[config.mk]
export PLATFORM = sky130hd
export DESIGN_NAME = rr_port_scheduler
export DESIGN_NICKNAME = d
export VERILOG_FILES = /design/src/rtl/rr_port_scheduler.sv
export SDC_FILE = /design/constraint.sdc
export NUM_CORES = 1
export LEC_CHECK = 0
export ABC_AREA = 0
export CELL_PAD_IN_SITES_DETAIL_PLACEMENT = 1
export CELL_PAD_IN_SITES_GLOBAL_PLACEMENT = 2
export CORE_MARGIN = 2
export CORE_UTILIZATION = 29
export CTS_CLUSTER_DIAMETER = 40
export DETAILED_ROUTE_END_ITERATION = 8
export GPL_TIMING_DRIVEN = 0
export PLACE_DENSITY = 0.83
export SYNTH_ARGS = -nofsm -noshare
export SYNTH_HDL_FRONTEND = slang
export SYNTH_SLANG_ARGS = --single-unit
[constraint.sdc]
create_clock -name CLK -period 2.7 [get_ports CLK]
set_input_delay 0.54 -clock CLK [delete_from_list [all_inputs] [get_ports CLK]]
set_output_delay 0.54 -clock CLK [all_outputs]
set_load 0.02 [all_outputs]
[src/rtl/rr_port_scheduler.sv]
// ---------------------------------------------------------------------------
// rr_port_scheduler
//
// Packet-aware round-robin scheduler for one router output port. Four input
// requesters share the port; a grant is held for a whole packet and ends on
// end-of-packet, on request withdrawal, or when the grant has lasted MAX_HOLD
// beats. After every release the requester just served becomes lowest
// priority, and the next winner (if any) is granted on the very next cycle.
//
// Ports
//   CLK            in   clock, all state changes on the rising edge
//   RST            in   synchronous active-high reset (wins over enable)
//   enable         in   active-high; low freezes all state (timeout_pulse
//                       still clears)
//   req_vector     in   [3:0] level request per requester
//   eop_vector     in   [3:0] last-beat flag per requester (only the granted
//                       requester's bit is used)
//   grant_vector   out  [3:0] one-hot grant, 0 when idle (registered)
//   grant_valid    out  |grant_vector (registered)
//   grant_id       out  [1:0] granted requester; holds last value while idle
//   beat_count     out  [CNT_W-1:0] beats in current grant, 1 on first beat
//   timeout_pulse  out  one-cycle pulse after a grant ended by MAX_HOLD
// ---------------------------------------------------------------------------
module rr_port_scheduler #(
    parameter int NREQ     = 4,
    parameter int MAX_HOLD = 16
) (
    input  logic                              CLK,
    input  logic                              RST,
    input  logic                              enable,
    input  logic [NREQ-1:0]                   req_vector,
    input  logic [NREQ-1:0]                   eop_vector,
    output logic [NREQ-1:0]                   grant_vector,
    output logic                              grant_valid,
    output logic [1:0]                        grant_id,
    output logic [$clog2(MAX_HOLD+1)-1:0]     beat_count,
    output logic                              timeout_pulse
);

    localparam int CNT_W = $clog2(MAX_HOLD + 1);
    localparam logic [CNT_W-1:0] MAX_BEATS = CNT_W'(MAX_HOLD);

    typedef enum logic {
        IDLE = 1'b0,
        BUSY = 1'b1
    } state_t;

    state_t     state_q;
    logic [1:0] ptr_q;

    // Returns {found, index} of the first set request bit when searching
    // start, start+1, start+2, start+3 (mod 4). The loop runs backwards so
    // the earliest position in search order is the last one written.
    function automatic logic [2:0] rr_pick(input logic [3:0] req,
                                           input logic [1:0] start);
        logic [2:0] res;
        logic [1:0] idx;
        res = 3'b000;
        for (int k = 3; k >= 0; k--) begin
            idx = start + 2'(k);
            if (req[idx]) begin
                res = {1'b1, idx};
            end
        end
        return res;
    endfunction

    logic       rel_eop;
    logic       rel_wd;
    logic       rel_max;
    logic       release_now;
    logic       timeout_rel;
    logic [1:0] search_start;
    logic [2:0] pick;
    logic       win_found;
    logic [1:0] win_idx;

    always_comb begin
        rel_eop      = eop_vector[grant_id];
        rel_wd       = !req_vector[grant_id];
        rel_max      = (beat_count == MAX_BEATS);
        release_now  = (state_q == BUSY) && (rel_eop || rel_wd || rel_max);
        // A timeout is reported only when the hold limit alone ended the grant.
        timeout_rel  = rel_max && !rel_eop && !rel_wd;
        // While busy, the only arbitration that matters is the release-time
        // one, which starts just past the requester being released so that
        // it is considered last.
        search_start = (state_q == BUSY) ? (grant_id + 2'd1) : ptr_q;
        pick         = rr_pick(req_vector, search_start);
        win_found    = pick[2];
        win_idx      = pick[1:0];
    end

    always_ff @(posedge CLK) begin
        if (RST) begin
            state_q       <= IDLE;
            ptr_q         <= 2'd0;
            grant_vector  <= '0;
            grant_valid   <= 1'b0;
            grant_id      <= 2'd0;
            beat_count    <= '0;
            timeout_pulse <= 1'b0;
        end else if (!enable) begin
            timeout_pulse <= 1'b0;
        end else begin
            case (state_q)
                IDLE: begin
                    timeout_pulse <= 1'b0;
                    if (win_found) begin
                        state_q      <= BUSY;
                        grant_vector <= NREQ'(1) << win_idx;
                        grant_valid  <= 1'b1;
                        grant_id     <= win_idx;
                        beat_count   <= CNT_W'(1);
                    end
                end
                BUSY: begin
                    if (release_now) begin
                        ptr_q         <= grant_id + 2'd1;
                        timeout_pulse <= timeout_rel;
                        if (win_found) begin
                            // Zero-bubble handover to the next winner.
                            grant_vector <= NREQ'(1) << win_idx;
                            grant_valid  <= 1'b1;
                            grant_id     <= win_idx;
                            beat_count   <= CNT_W'(1);
                        end else begin
                            state_q      <= IDLE;
                            grant_vector <= '0;
                            grant_valid  <= 1'b0;
                            beat_count   <= '0;
                        end
                    end else begin
                        timeout_pulse <= 1'b0;
                        beat_count    <= beat_count + CNT_W'(1);
                    end
                end
                default: begin
                    state_q <= IDLE;
                end
            endcase
        end
    end

endmodule

---- After elaboration in Yosys (flattened, before gate mapping) ----
Index checks and enable logic that the tools add are counted.
operators by class
  reductions and logical operators ........ 12
  add/sub/neg operators ................... 5
  shifts and indexed selects .............. 1
  equality and inequality tests ........... 3
  $lt $le $gt $ge ......................... 5
  bitwise operators ....................... 2
  mux-type cells .......................... 36
operators with widths
  operator             count
  $lt 2x3->1 const B   5
  $bmux 1 s2           6
  $mux 1               12
  $mux 3               4
  $mux 4               3
  $mux 5               2
  $pmux 5 s2           1
  $pmux 4 s2           1
  $mux 2               3
  $pmux 1 s2           3
  $reduce_and 3->1     2
  $add 5x1->5 const B  1
  $eq 5x5->1 const B   1
  $add 2x1->2 const B  2
  $add 2x2->2 const B  2
  $pmux 2 s2           1
  $reduce_and 2->1     2
  $shl 1x2->4 const A  1
  $logic_and 1x1->1    3
  $logic_not 1->1      2
  $logic_or 1x1->1     2
  $ne 2x1->1 const B   1
  $ne 2x2->1 const B   1
  $not 1->1            2
  $reduce_or 2->1      1
storage, ports and cells
  register bits after elaboration ......... 16

---- Logic depth before layout (Yosys ltp) ----
Gate-level depths: netlist (run 1).
  depth in word-level cells ............... 13
  gate-level depth with buffers ........... 6
  mapped depth without buffers ............ 6

---- Worst setup path after synthesis (run 1) ----
OpenSTA, ideal clock, no wires.
  kind .................................... input port to flip-flop
  from .................................... input port req_vector[3]
  to ...................................... register grant_vector[0]
  arrival ................................. 1.850 ns
  buffers on the path ..................... 0
  path slack .............................. 0.791 ns
  setup time .............................. 0.059 ns
  stages on the path ...................... 5
  required time ........................... 2.641 ns
  cell sequence ........................... nor2b_1 > mux4_2 > a311oi_2 > a21boi_2 > a22o_1
on the way
  word-level cells in the longest chain between the ends .. 10
  elaborated cells on any way between the ends .. 26
RTL lines
  element                       line      RTL
  from (decl)                   31        input logic [NREQ-1:0] req_vector,
  $bmux 1 s2                    61        if (req[idx]) begin
  $mux 1 (implied by the code)  61
  $mux 3 (4 in a row)           61
  $shl 1x2->4                   111, 123
  $mux 4                        121       if (win_found) begin
  $mux 4                        118       if (release_now) begin
  $pmux 4 s2                    106       case (state_q)
  to (signal assigned)          111       grant_vector <= NREQ'(1) << win_idx;
  to (signal assigned)          123       grant_vector <= NREQ'(1) << win_idx;
  to (decl)                     33        output logic [NREQ-1:0] grant_vector,
Several ways; a longest one is shown, not always the timed one. The select of a mux whose other input is x is not followed.
A chain may end at the register's enable or synchronous reset.

---- Worst setup path in the final report (run 1) ----
  from .................................... input port req_vector[2]
  to ...................................... register grant_vector[2]
The elaborated chain is that of the path after synthesis.

==> flow_metrics.env, run 1 <==
export IMPL_wl_um=2350
export IMPL_grt_overflow_total=0
export IMPL_final_max_slew_violation_count=0
export IMPL_p_comb_share_pct=25.3
export IMPL_synthToLayoutAreaGrowth_pct=34.8
export IMPL_finalWorstSetupSlack_ps=242
export IMPL_yosysTopAreaCell="dfxtp_1"
export IMPL_final_common_cell="clkdlybuf4s50_1"
export IMPL_critical_path_arrival_ps=2690
export IMPL_core_area_um2=2810
export IMPL_gr_usage_all_layers_pct=14.2
export IMPL_die_area_um2=3480
export IMPL_syn_inst=101
export IMPL_peakVddDrop_mv=0.253
export IMPL_netlist_area_um2=877
export IMPL_rsz0062_at_grt="false"
export IMPL_postCtsHoldBufs=0
export IMPL_place_hpwl_um=1790
export IMPL_grt_pass1_wl_um=3750
export IMPL_clk_pin_slew_ps=90
export IMPL_slowest_stage="nor4_1"
export IMPL_leakagePower_uw=0.000431
export IMPL_worstSetupPathType="in -> reg"
export IMPL_final_cell_area_um2=1180
export IMPL_pre_cts_slack_ps=3.17
export IMPL_layout_drive_gt1_share_pct=5.47
export IMPL_grt_pass1_vias=829
export IMPL_postCtsSetupRepairBufs=0
export IMPL_synthTopCellsByArea="dfxtp_1, nor2_1, a21oi_1"
export IMPL_vias=869
export IMPL_rr_worst_depth=4
export IMPL_crit_fanout=7
export IMPL_ios=24
export IMPL_clockBufferDepth=2
export IMPL_max_clock_freq_mhz=407
export IMPL_clockPowerShare_pct=28.0
export IMPL_maxCapViolations=0
export IMPL_cp_start_kind="primary input"
export IMPL_p_sw_uw=164
export IMPL_yosysWarnings=0
export IMPL_clockRootBuffer="clkbuf_4"
export IMPL_diodes=0
export IMPL_die_x_um=59.0
export IMPL_worstSetupEndpointType="flop"
export IMPL_internal_power_uw=399
export IMPL_p_sw_share_pct=29.1
export IMPL_numCtsBuffers=3
export IMPL_finalClockSkew_ps=1.99
export IMPL_slowest_delay_ps=700
export IMPL_avgSynthCellArea_um2=8.68
export IMPL_synth_edf_count=0
export IMPL_cts_htree_levels=1
export IMPL_synth_async_reset_ratio_pct=0
export IMPL_cp_required_ps=2930
export IMPL_status="finished clean"
export IMPL_wl_per_cell_um=14.7
export IMPL_cts_tree="done"
export IMPL_synth_top_area_share_pct=36.5
export IMPL_viasPerCell=5.47
export IMPL_min_path_type="reg -> reg"
export IMPL_initial_core_util_pct=31.3
export IMPL_maxSlewHeadroom_pct=47.5
export IMPL_rows=19
export IMPL_seqPwrFrac_pct=46.8
export IMPL_min_period_over_period_pct=91.0
export IMPL_gp_congestion=0.744
export IMPL_grt_max_degree=11
export IMPL_synthDistinctLibCells=38
export IMPL_dr_pass1_iters=4
export IMPL_drc=0
export IMPL_clk_latency_ps=280
export IMPL_fin_nets=142
export IMPL_io_buffers=23
export IMPL_antenna_found_initial=0
export IMPL_first_iter_violations=20
export IMPL_clock_sinks=16
export IMPL_hold_violations=0
export IMPL_ys_seq_area_share_pct=36.5
export IMPL_antenna_left=0
export IMPL_setup_viol=0
export IMPL_die_h_um=59.0
export IMPL_hold_path_depth=1
export IMPL_placed_area_um2=1150
export IMPL_post_cts_resized=0
export IMPL_crit_chain="clkdlybuf4s50_1 -> nor4_1 -> a21boi_1 -> a21oi_1 -> a22o_1"
export IMPL_finalCriticalPeriod_ps=2460
export IMPL_ys_flop_type="dfxtp_1"
export IMPL_synth_seq_cells=16
export IMPL_power_density_nw_per_um2=477
export IMPL_worstMarginPinSlew_ps=780
export IMPL_final_cell_mix="clkdlybuf4s50_1, dfxtp_1, nor2_1, a21oi_1"
export IMPL_syn_num_nets=114
==> flip-flops by register name, indices dropped and copies added (netlist names) <==
signal         flops
timeout_pulse      1
grant_id           2
grant_vector       4
state_q            1
beat_count         5
grant_valid        1
ptr_q              2
==> worst paths after layout <==
| kind | startpoint | end | slack, ps |
|---|---|---|---|
| setup / recovery | req_vector[2] | grant_vector[2] | 240 |
| hold / removal | grant_vector[3] | grant_vector[3] | 480 |
| setup reg to reg | grant_id[1] | grant_vector[2] | 740 |
| hold reg to reg | grant_vector[3] | grant_vector[3] | 480 |
==> cell families (layout without fill, tap and decap cells) <==
kind of cell | Yosys count | in the layout | synth area share, %
muxes | 2 | 2 | 3.71
xor gates and xnor gates | 4 | 4 | 4.00
adders and majority gates | 2 | 2 | 2.85
DFF | 16 | 16 | 36.5
buffers and inverters | 7 | 34 | 3.00
and+or+nand+nor | 40 | 40 | 24.1
AOI/OAI and AO/OA | 30 | 30 | 25.8
==> per-stage QoR <==
stage | total power [uW] | instances | utilization (%) | setup TNS [ps] | hold WS (ps)
after floorplan | 351 | 101 | - | 0 | 486
after global placement | 408 | 155 | 40.9 | -39.7 | 453
after detailed placement | 412 | 155 | 40.9 | 0 | 467
after CTS | 571 | 159 | 42.1 | 0 | 490
after global routing | 598 | 159 | 42.1 | 0 | 515
final | 563 | 159 | 42.1 | 0 | 482
==> power groups by stage <==
stage / sequential, uW / clock, uW / combinational, uW
after global placement: 269 / 0 / 139
after detailed placement: 270 / 0 / 142
after floorplan: 279 / 0 / 72.4
after global routing: 266 / 176 / 156
after CTS: 264 / 164 / 143
final: 263 / 158 / 142
==> critical path: cells and delay by family <==
kind,cells,cell delay (ps)
AOI/OAI and AO/OA,3,920
buffers and inverters,1,530
and+or+nand+nor,1,700
==> cells in the mapped netlist, drive strengths merged, types with 2 or more instances <==
master / count
o21ai: 2
a31oi: 3
a21boi: 2
ha: 2
a211oi: 4
nand2b: 4
nor2: 14
a21oi: 7
xor2: 3
a21o: 2
inv: 5
a22o: 2
dfxtp: 16
nand2: 5
nand4: 3
a32o: 2
nor2b: 5
==> final cells by class <==
cell class	count	area (um^2)
fill	341	1620
timing repair buffer	23	230
sequential	16	320
buffer	2	7.51
clock buffer	4	36.3
tap	31	38.8
inverter	5	18.8
multi-input combinational	78	531
==> layer usage <==
layer	part of all wire [%]	vias to the layer above	GRT usage, %
met4	1.1	0	5.84
met1	45	418	17.9
met3	6.2	4	2.40
met2	48	21	24.1
li1	-	426	-
met5	0	-	0
Power figures use the tool's default switching activity.
==> run 2, diff against run 1 <==
CELL_PAD_IN_SITES_DETAIL_PLACEMENT = unset   (was 1)
CELL_PAD_IN_SITES_GLOBAL_PLACEMENT = unset   (was 2)
CORE_UTILIZATION = 50   (was 29)
PLACE_DENSITY = 0.84   (was 0.83)
==> run 2 against run 1 <==
  * Clock skew about the same
  * Worst hold slack got worse by 11 ps
  * Routed wire length decreased by 14%
  * First-iteration DRC count unchanged
  * Final area decreased by 2.6%
  * Combinational power about the same
  * Critical path type unchanged
  * Critical endpoint unchanged
  * Largest power group unchanged
==> flow_metrics.env, run 2 (synthesis gave the netlist of run 1 again) <==
export IMPL_status="finished clean"
export IMPL_wl_per_cell_um=14.1
export IMPL_numCtsBuffers=3
export IMPL_final_cell_area_um2=1150
export IMPL_clockBufferDepth=2
export IMPL_cp_start_kind="primary input"
export IMPL_clk_latency_ps=280
export IMPL_internal_power_uw=369
export IMPL_largest_reg_flops=5
export IMPL_drc=0
export IMPL_cts_tree="done"
export IMPL_clock_sinks=16
export IMPL_vias=843
export IMPL_viasPerCell=5.85
export IMPL_place_hpwl_um=1540
export IMPL_clk_pin_slew_ps=80
export IMPL_post_cts_resized=0
export IMPL_ff_latch_area_um2=320
export IMPL_multiInputGateArea_um2=531
export IMPL_cp_required_ps=2930
export IMPL_worstMarginPinSlew_ps=663
export IMPL_peakVddDrop_mv=0.246
export IMPL_p_comb_share_pct=26.9
export IMPL_wl_um=2030
export IMPL_min_period_over_period_pct=87.4
export IMPL_initial_core_util_pct=51.9
export IMPL_final_common_cell="clkdlybuf4s50_1"
export IMPL_gr_usage_all_layers_pct=21.2
export IMPL_final_max_slew_violation_count=0
export IMPL_num_fill_cells=153
export IMPL_fin_nets=142
export IMPL_grt_pass1_vias=795
export IMPL_io_buffers=23
export IMPL_p_sw_uw=155
export IMPL_core_area_um2=1690
export IMPL_seqPwrFrac_pct=50.4
export IMPL_power_density_nw_per_um2=455
export IMPL_die_x_um=45.9
export IMPL_grt_overflow_total=0
export IMPL_grt_pass1_wl_um=3220
export IMPL_gp_congestion=0.878
export IMPL_reg_largest_list="beat_count x5, grant_vector x4"
export IMPL_leakagePower_uw=0.000424
export IMPL_rsz0062_at_grt="false"
export IMPL_setup_viol=0
export IMPL_setup_tns_ps=0
export IMPL_rows=15
export IMPL_antenna_left=0
export IMPL_clockPowerShare_pct=22.7
export IMPL_final_cell_mix="clkdlybuf4s50_1, dfxtp_1, nor2_1, a21oi_1"
export IMPL_diodes=0
export IMPL_p_sw_share_pct=29.6
export IMPL_cts_htree_levels=1
export IMPL_layout_drive_gt1_share_pct=4.72
export IMPL_crit_fanout=7
export IMPL_finalClockSkew_ps=2.29
export IMPL_worstSetupEndpointType="flop"
export IMPL_ios=24
export IMPL_hold_violations=0
export IMPL_placed_area_um2=1130
export IMPL_finalCriticalPeriod_ps=2360
export IMPL_synthToLayoutAreaGrowth_pct=31.2
export IMPL_grt_max_degree=11
export IMPL_postCtsSetupRepairBufs=0
export IMPL_critical_path_arrival_ps=2590
export IMPL_die_area_um2=2100
export IMPL_max_clock_freq_mhz=424
export IMPL_min_path_type="reg -> reg"
export IMPL_clockRootBuffer="clkbuf_4"
export IMPL_worstSetupPathType="in -> reg"
export IMPL_dr_pass1_iters=4
export IMPL_postCtsHoldBufs=0
export IMPL_antenna_found_initial=0
export IMPL_first_iter_violations=20
export IMPL_die_h_um=45.9
export IMPL_maxSlewHeadroom_pct=55.4
export IMPL_maxCapViolations=0
export IMPL_largest_register="beat_count"
run 2: changes by cell type in the layout (fill, tap and decap cells not counted):
cell | previous run | this run
clkbuf_8 | 1 | 0
run 2: cell type report:
class | count | share of cell area (%)
Buffer | 2 | 0.652
Clock buffer | 3 | 1.96
Inverter | 5 | 1.63
Multi-Input combinational cell | 78 | 46.1
Sequential cell | 16 | 27.8
Tap cell | 17 | 1.85
Timing Repair Buffer | 23 | 20.0
run 2: worst max-delay path: stages:
cell and delay [ps]:
clkdlybuf4s50_1 520, nor2b_1 190, mux4_2 540, a311oi_2 430
a21boi_2 240, a22o_1 130
run 2: power groups by stage:
| stage | clock, uW | sequential (uW) | combinational [uW] |
|---|---|---|---|
| after global routing | 136 | 266 | 153 |
| final | 119 | 264 | 141 |
| after floorplan | 0 | 279 | 72.4 |
| after CTS | 124 | 264 | 141 |
| after global placement | 0 | 268 | 136 |
| after detailed placement | 0 | 270 | 140 |
run 2: final timing paths:
path / from / slack (ps) / depth (start not counted) / endpoint
worst max-delay path: req_vector[2] / 340 / 6 / grant_vector[2]
worst min register to register: grant_vector[3] / 470 / 1 / grant_vector[3]
worst min-delay path: grant_vector[3] / 470 / 1 / grant_vector[3]
worst max register to register: grant_id[1] / 760 / 4 / grant_vector[2]
run 2: metal layers:
layer	share of wire, %	routed length, um	vias to the layer above	global-route usage [%]
li1	-	-	426	-
met1	43	867	376	24.9
met2	48	966	32	35.0
met3	6.0	121	9	2.78
met4	3.5	70	0	14.9
met5	0	0	-	0
run 2: stage by stage:
| step | setup slack, ps | power [uW] | utilization, % | hold WS, ps | std cells |
|---|---|---|---|---|---|
| finish | 339 | 524 | 68.1 | 472 | 144 |
| global route | 160 | 555 | 68.1 | 505 | 144 |
| CTS | 366 | 529 | 68.1 | 480 | 144 |
| detailed placement | 74.2 | 409 | 66.8 | 460 | 141 |
| global placement | 105 | 404 | 66.8 | 451 | 141 |
| floorplan | 791 | 351 | - | 486 | 101 |
==> RTL edit 1: new RTL, settings of run 1 <==
Make the reset (`RST`) asynchronous in one clocked block. Comments in the files are not updated.
--- a/src/rtl/rr_port_scheduler.sv
+++ b/src/rtl/rr_port_scheduler.sv
@@ -91,7 +91,7 @@
         win_idx      = pick[1:0];
     end
 
-    always_ff @(posedge CLK) begin
+    always_ff @(posedge CLK or posedge RST) begin
         if (RST) begin
             state_q       <= IDLE;
             ptr_q         <= 2'd0;
Check against the original RTL: differs if RST is asserted again (counterexample within 4 cycles, from zero or initial values and one cycle with RST high); with RST held inactive, the same outputs for 10 cycles.
==> RTL edit 1 against run 1 <==
  * Count of clock-buffer cells in the layout is the same
  * Sequential cell count is the same
  * Final area grew 13%
  * Hold slack gained 0.026 ns
  * Critical path depth is the same
  * Area after synthesis grew 15%
  * Routed wire length grew 12%
  * Sequential share of layout area grew 2.9 points
  * Setup slack gained 0.21 ns
  * Largest cell class unchanged
Power is not compared: it rests on default switching activity, and its combinational part moved more than twofold at a synthesized area within 25%.
==> RTL edit 1: results (changes against run 1) <==
The run finished with clean final reports. The launch instance of the worst register-to-register path is grant_id[0]$_DFFE_PP0P_ (was grant_id[1]$_SDFFE_PP0P_). The tools report the worst setup path startpoint as req_vector[0] (was req_vector[2]). Layout cell share with drive strength beyond 1: 0.131 (was 0.0547).

The tools report the launch instance of the worst min-delay path as grant_vector[2]$_DFFE_PP0P_ (was grant_vector[3]$_SDFFE_PP0P_). For the maximum level of the CTS H-tree, the log shows 1 (unchanged). Post-route worst hold slack: 0.508 ns (was 0.482 ns).

The register area share after synthesis was 0.396 (was 0.365); the wire length of the first global-routing pass was 4960 µm (was 3750 µm). The placer congestion estimate came out at 0.831 (was 0.744). The net count reported at finish is 144 (was 142), and the leakage power summed over all cells is 0.548 nW. The fraction of registers with async set/reset works out to 1.00 (was 0). The run gives 0.00407 ns (was 0.00199 ns) as the largest clock skew in the final design. The run gives 2640 µm (was 2350 µm) as the aggregate routed wire length.

The tools report the number of gates resized after cts as 0 (unchanged). Final clock period utilization by the worst path: 0.832 (was 0.910). The number of warnings issued by yosys was 0 (unchanged); the number of cells traversed by the worst register-to-register path was 4 (unchanged). The count of unique library cells instantiated by Yosys was 46 (was 38); the final HPWL from detailed placement was 2010 µm (was 1790 µm). The number of global-route vias before repair was 1038 (was 829); the mux cell area share after synthesis was 0.0545 (was 0.0371). The slowest stage cell on the critical path is mux4_2 (was nor4_1). The tools report the number of optimization iterations in the first detailed-route pass as 4 (unchanged). The count of hold buffers inserted by post-cts repair was 0 (unchanged); the data arrival at the endpoint of the critical path was 2.43 ns (was 2.69 ns). The worst setup slack after placement came out at 0.134 ns (was 0.00317 ns). The endpoint of the worst register-to-register path is grant_vector[0]$_DFFE_PP0P_ (was grant_vector[2]$_SDFFE_PP0P_). The setup slack on the worst flop-to-flop path came out at 0.70 ns (was 0.74 ns). The capturing element of the worst setup path is grant_id[1]$_DFFE_PP0P_ (was grant_vector[2]$_SDFFE_PP0P_). The largest fanout of any net on the critical path was 7 (unchanged). For the number of antenna violations at the first check in global routing, the log shows 0 (unchanged). The via total after detailed routing came out at 915 (was 869). The global-route usage over all layers came out at 0.157 (was 0.142). Top area cells in the synthesized netlist: dfrtp_1, nand2_1, o21ai_1 (was dfxtp_1, nor2_1, a21oi_1). The number of fillers in the final layout is 407 (was 341). The worst hold path endpoint is grant_vector[2]$_DFFE_PP0P_ (was grant_vector[3]$_SDFFE_PP0P_). Cell types with the highest counts after synthesis: dfrtp_1, nand2_1, inv_1 (was dfxtp_1, nor2_1, a21oi_1).

The net count after synthesis was 116 (was 114). The largest net degree at the start of global routing was 17 (was 11). The complex-gate fraction of the synthesized area is 0.238 (was 0.258), and the tightest slew margin relative to the limit is 0.589 (was 0.475). The buffer count from post-CTS setup fixing was 0 (unchanged); the xor/xnor cell area share of the yosys netlist was 0.00866 (was 0.0399).

Post-place instance area: 1300 µm² (was 1150 µm²). The delay of the slowest cell on the worst path came out at 0.54 ns (was 0.70 ns). The maximum root-to-sink buffer count was 2 (unchanged). The fraction of the mapped netlist area in adder cells works out to 0.0248 (was 0.0285).
==> RTL edit 1: final cells by class <==
| type | instances | area [µm²] | share of cell area |
|---|---|---|---|
| multi-input combinational | 76 | 554 | 0.415 |
| sequential | 16 | 400 | 0.300 |
| buffer | 3 | 26.3 | 0.0197 |
| inverter | 8 | 30.0 | 0.0225 |
| clock buffer | 4 | 36.3 | 0.0272 |
| timing repair buffer | 23 | 230 | 0.172 |
| tap | 46 | 57.6 | 0.0431 |
==> RTL edit 1: cells by family (layout without fill, tap and decap cells) <==
family / Yosys count / after routing
and+or+nand+nor: 37 / 37
xor gates and xnor gates: 1 / 1
AOI/OAI and AO/OA: 32 / 32
adders and majority gates: 2 / 2
muxes: 4 / 4
DFF: 16 / 16
buffers and inverters: 11 / 38
==> RTL edit 1: layer usage <==
layer	track usage	wire (µm)
met5	0	0
met4	0.0333	15
met3	0.0396	101
met2	0.263	1290
met1	0.202	1220
==> RTL edit 1: critical path, delay by kind of cell <==
| kind | cells | cell delay [ns] |
|---|---|---|
| AOI/OAI and AO/OA | 1 | 0.29 |
| and+or+nand+nor | 1 | 0.18 |
| buffers and inverters | 1 | 0.52 |
| muxes | 2 | 0.89 |
==> RTL edit 1: through the flow <==
step | std cells | util
finish | 176 | 0.400
global route | 176 | 0.400
CTS | 176 | 0.400
detailed placement | 172 | 0.389
global placement | 172 | 0.389
floorplan | 103 | -
==> RTL edit 1: power by group <==
part	internal, mW	switching, mW	total, mW
registers	0.315	0.0935	0.408
clock network	0.0822	0.0767	0.159
logic	0.295	0.312	0.607
==> RTL edit 2: new RTL, config.mk and constraints of run 1 <==
Without the edit above. Set the parameter `MAX_HOLD` to 8 (it was 16).
--- a/src/rtl/rr_port_scheduler.sv
+++ b/src/rtl/rr_port_scheduler.sv
@@ -23,7 +23,7 @@
 // ---------------------------------------------------------------------------
 module rr_port_scheduler #(
     parameter int NREQ     = 4,
-    parameter int MAX_HOLD = 16
+    parameter int MAX_HOLD = 8
 ) (
     input  logic                              CLK,
     input  logic                              RST,
Interface: changed (resized beat_count); port bits go from 24 to 23. No check against the original RTL was run, so the function may have changed too.
==> RTL edit 2 against run 1 <==
  * Cell count grew 1.3%
  * Final area shrank 3.3%
  * Routed wire length increased by 1.2%
  * Area after synthesis down 1.1%
  * Clock skew is 0.0041 ns higher
  * Synthesized cell count up 4.0%
  * Total power decreased by 9.1%
  * Count of clock-buffer cells in the layout decreased by 1
  * Setup slack improved by 0.30 ns
  * Sequential cell count is 1 lower
==> RTL edit 2: results (changes against run 1) <==
Wire length of the first global-routing pass: 4040 µm (was 3750 µm). The run finished with clean final reports. The net count after synthesis is 118 (was 114). The largest fanout of any net on the critical path was 8 (was 7). The run gives 0.346 (was 0.365) as the register area share after synthesis.

The delay of the slowest cell on the worst path is 0.61 ns (was 0.70 ns), and the tightest slew margin relative to the limit is 0.544 (was 0.475). The final HPWL from detailed placement was 1870 µm (was 1790 µm); the number of global-route vias before repair was 861 (was 829). The worst-case vdd ir drop is 0.220 mV (was 0.253 mV), and the leakage power summed over all cells is 0.448 nW (was 0.431 nW). The number of vias per cell after detailed routing is 5.26 (was 5.47). Largest regs: beat_count: 4 flops, grant_vector: 4 flops (was beat_count: 5 flops, grant_vector: 4 flops). Launch instance of the worst min-delay path: grant_valid$_SDFFE_PP0P_ (was grant_vector[3]$_SDFFE_PP0P_). The post-place instance area was 1120 µm² (was 1150 µm²); the synthesized netlist cell count was 105 (was 101).

The slowest stage cell on the critical path is clkdlybuf4s50_1 (was nor4_1). The tools report the data arrival at the endpoint of the critical path as 2.31 ns (was 2.69 ns). The count of input and output buffers is 21 (was 23). The average wire length per cell after detail routing is 14.7 µm (about the same).

For the non-filler instance count after layout, the log shows 161 (was 159). The layout cell share with drive strength beyond 1 was 0.0769 (was 0.0547); the number of fillers in the final layout was 342 (was 341). The global-route usage over all layers is 0.153 (was 0.142). The net count reported at finish is 144 (was 142), and the largest clock skew in the final design is 0.00613 ns (was 0.00199 ns). Top area cells in the synthesized netlist: dfxtp_1, nand2_1, nand2b_1 (was dfxtp_1, nor2_1, a21oi_1).

Placer congestion estimate: 0.710 (was 0.744). Cell types with the highest counts after synthesis: dfxtp_1, nand2_1, nor2_1 (was dfxtp_1, nor2_1, a21oi_1).
[RTL edit 2: cell type report]
type	count	share of cell area
timing repair buffer	21	0.184
clock inverter	1	0.00438
clock buffer	3	0.0197
multi-input combinational	82	0.458
tap	31	0.0339
sequential	15	0.263
inverter	4	0.0131
buffer	4	0.0241
[RTL edit 2: cells by family after synthesis]
family                     after synthesis  synth area share
and+or+nand+nor                         49             0.309
xor gates and xnor gates                 3            0.0303
muxes                                    2            0.0375
DFF                                     15             0.346
adders and majority gates                2            0.0289
AOI/OAI and AO/OA                       26             0.199
buffers and inverters                    8            0.0490
[RTL edit 2: stage by stage]
step / total power, mW / utilization / worst slack, ns
floorplan: 0.330 / - / 0.971
global placement: 0.384 / 0.398 / 0.264
detailed placement: 0.389 / 0.398 / 0.209
CTS: 0.522 / 0.408 / 0.531
global route: 0.545 / 0.408 / 0.418
finish: 0.512 / 0.408 / 0.545
[RTL edit 2: final timing paths]
check                                   to  slack, ns  cells after the start
setup reg to reg  grant_id[1]$_SDFFE_PP0P_       0.93                      4
setup / recovery  grant_id[1]$_SDFFE_PP0P_       0.55                      6
hold reg to reg   grant_valid$_SDFFE_PP0P_       0.47                      1
hold / removal    grant_valid$_SDFFE_PP0P_       0.47                      1
[RTL edit 2: report_power, final]
part / switching (mW) / leakage [nW] / internal [mW]
registers: 0.0134 / 0.123 / 0.234
logic: 0.0703 / 0.307 / 0.0643
clock network: 0.0749 / 0.0177 / 0.0551
total: 0.159 / 0.448 / 0.353
[RTL edit 2: per-layer routing]
metal,vias up,part of all wire,track usage
met5,-,0,0
met4,0,0.024,0.0552
met3,6,0.022,0.0396
met2,13,0.50,0.249
met1,407,0.45,0.197
li1,421,-,-
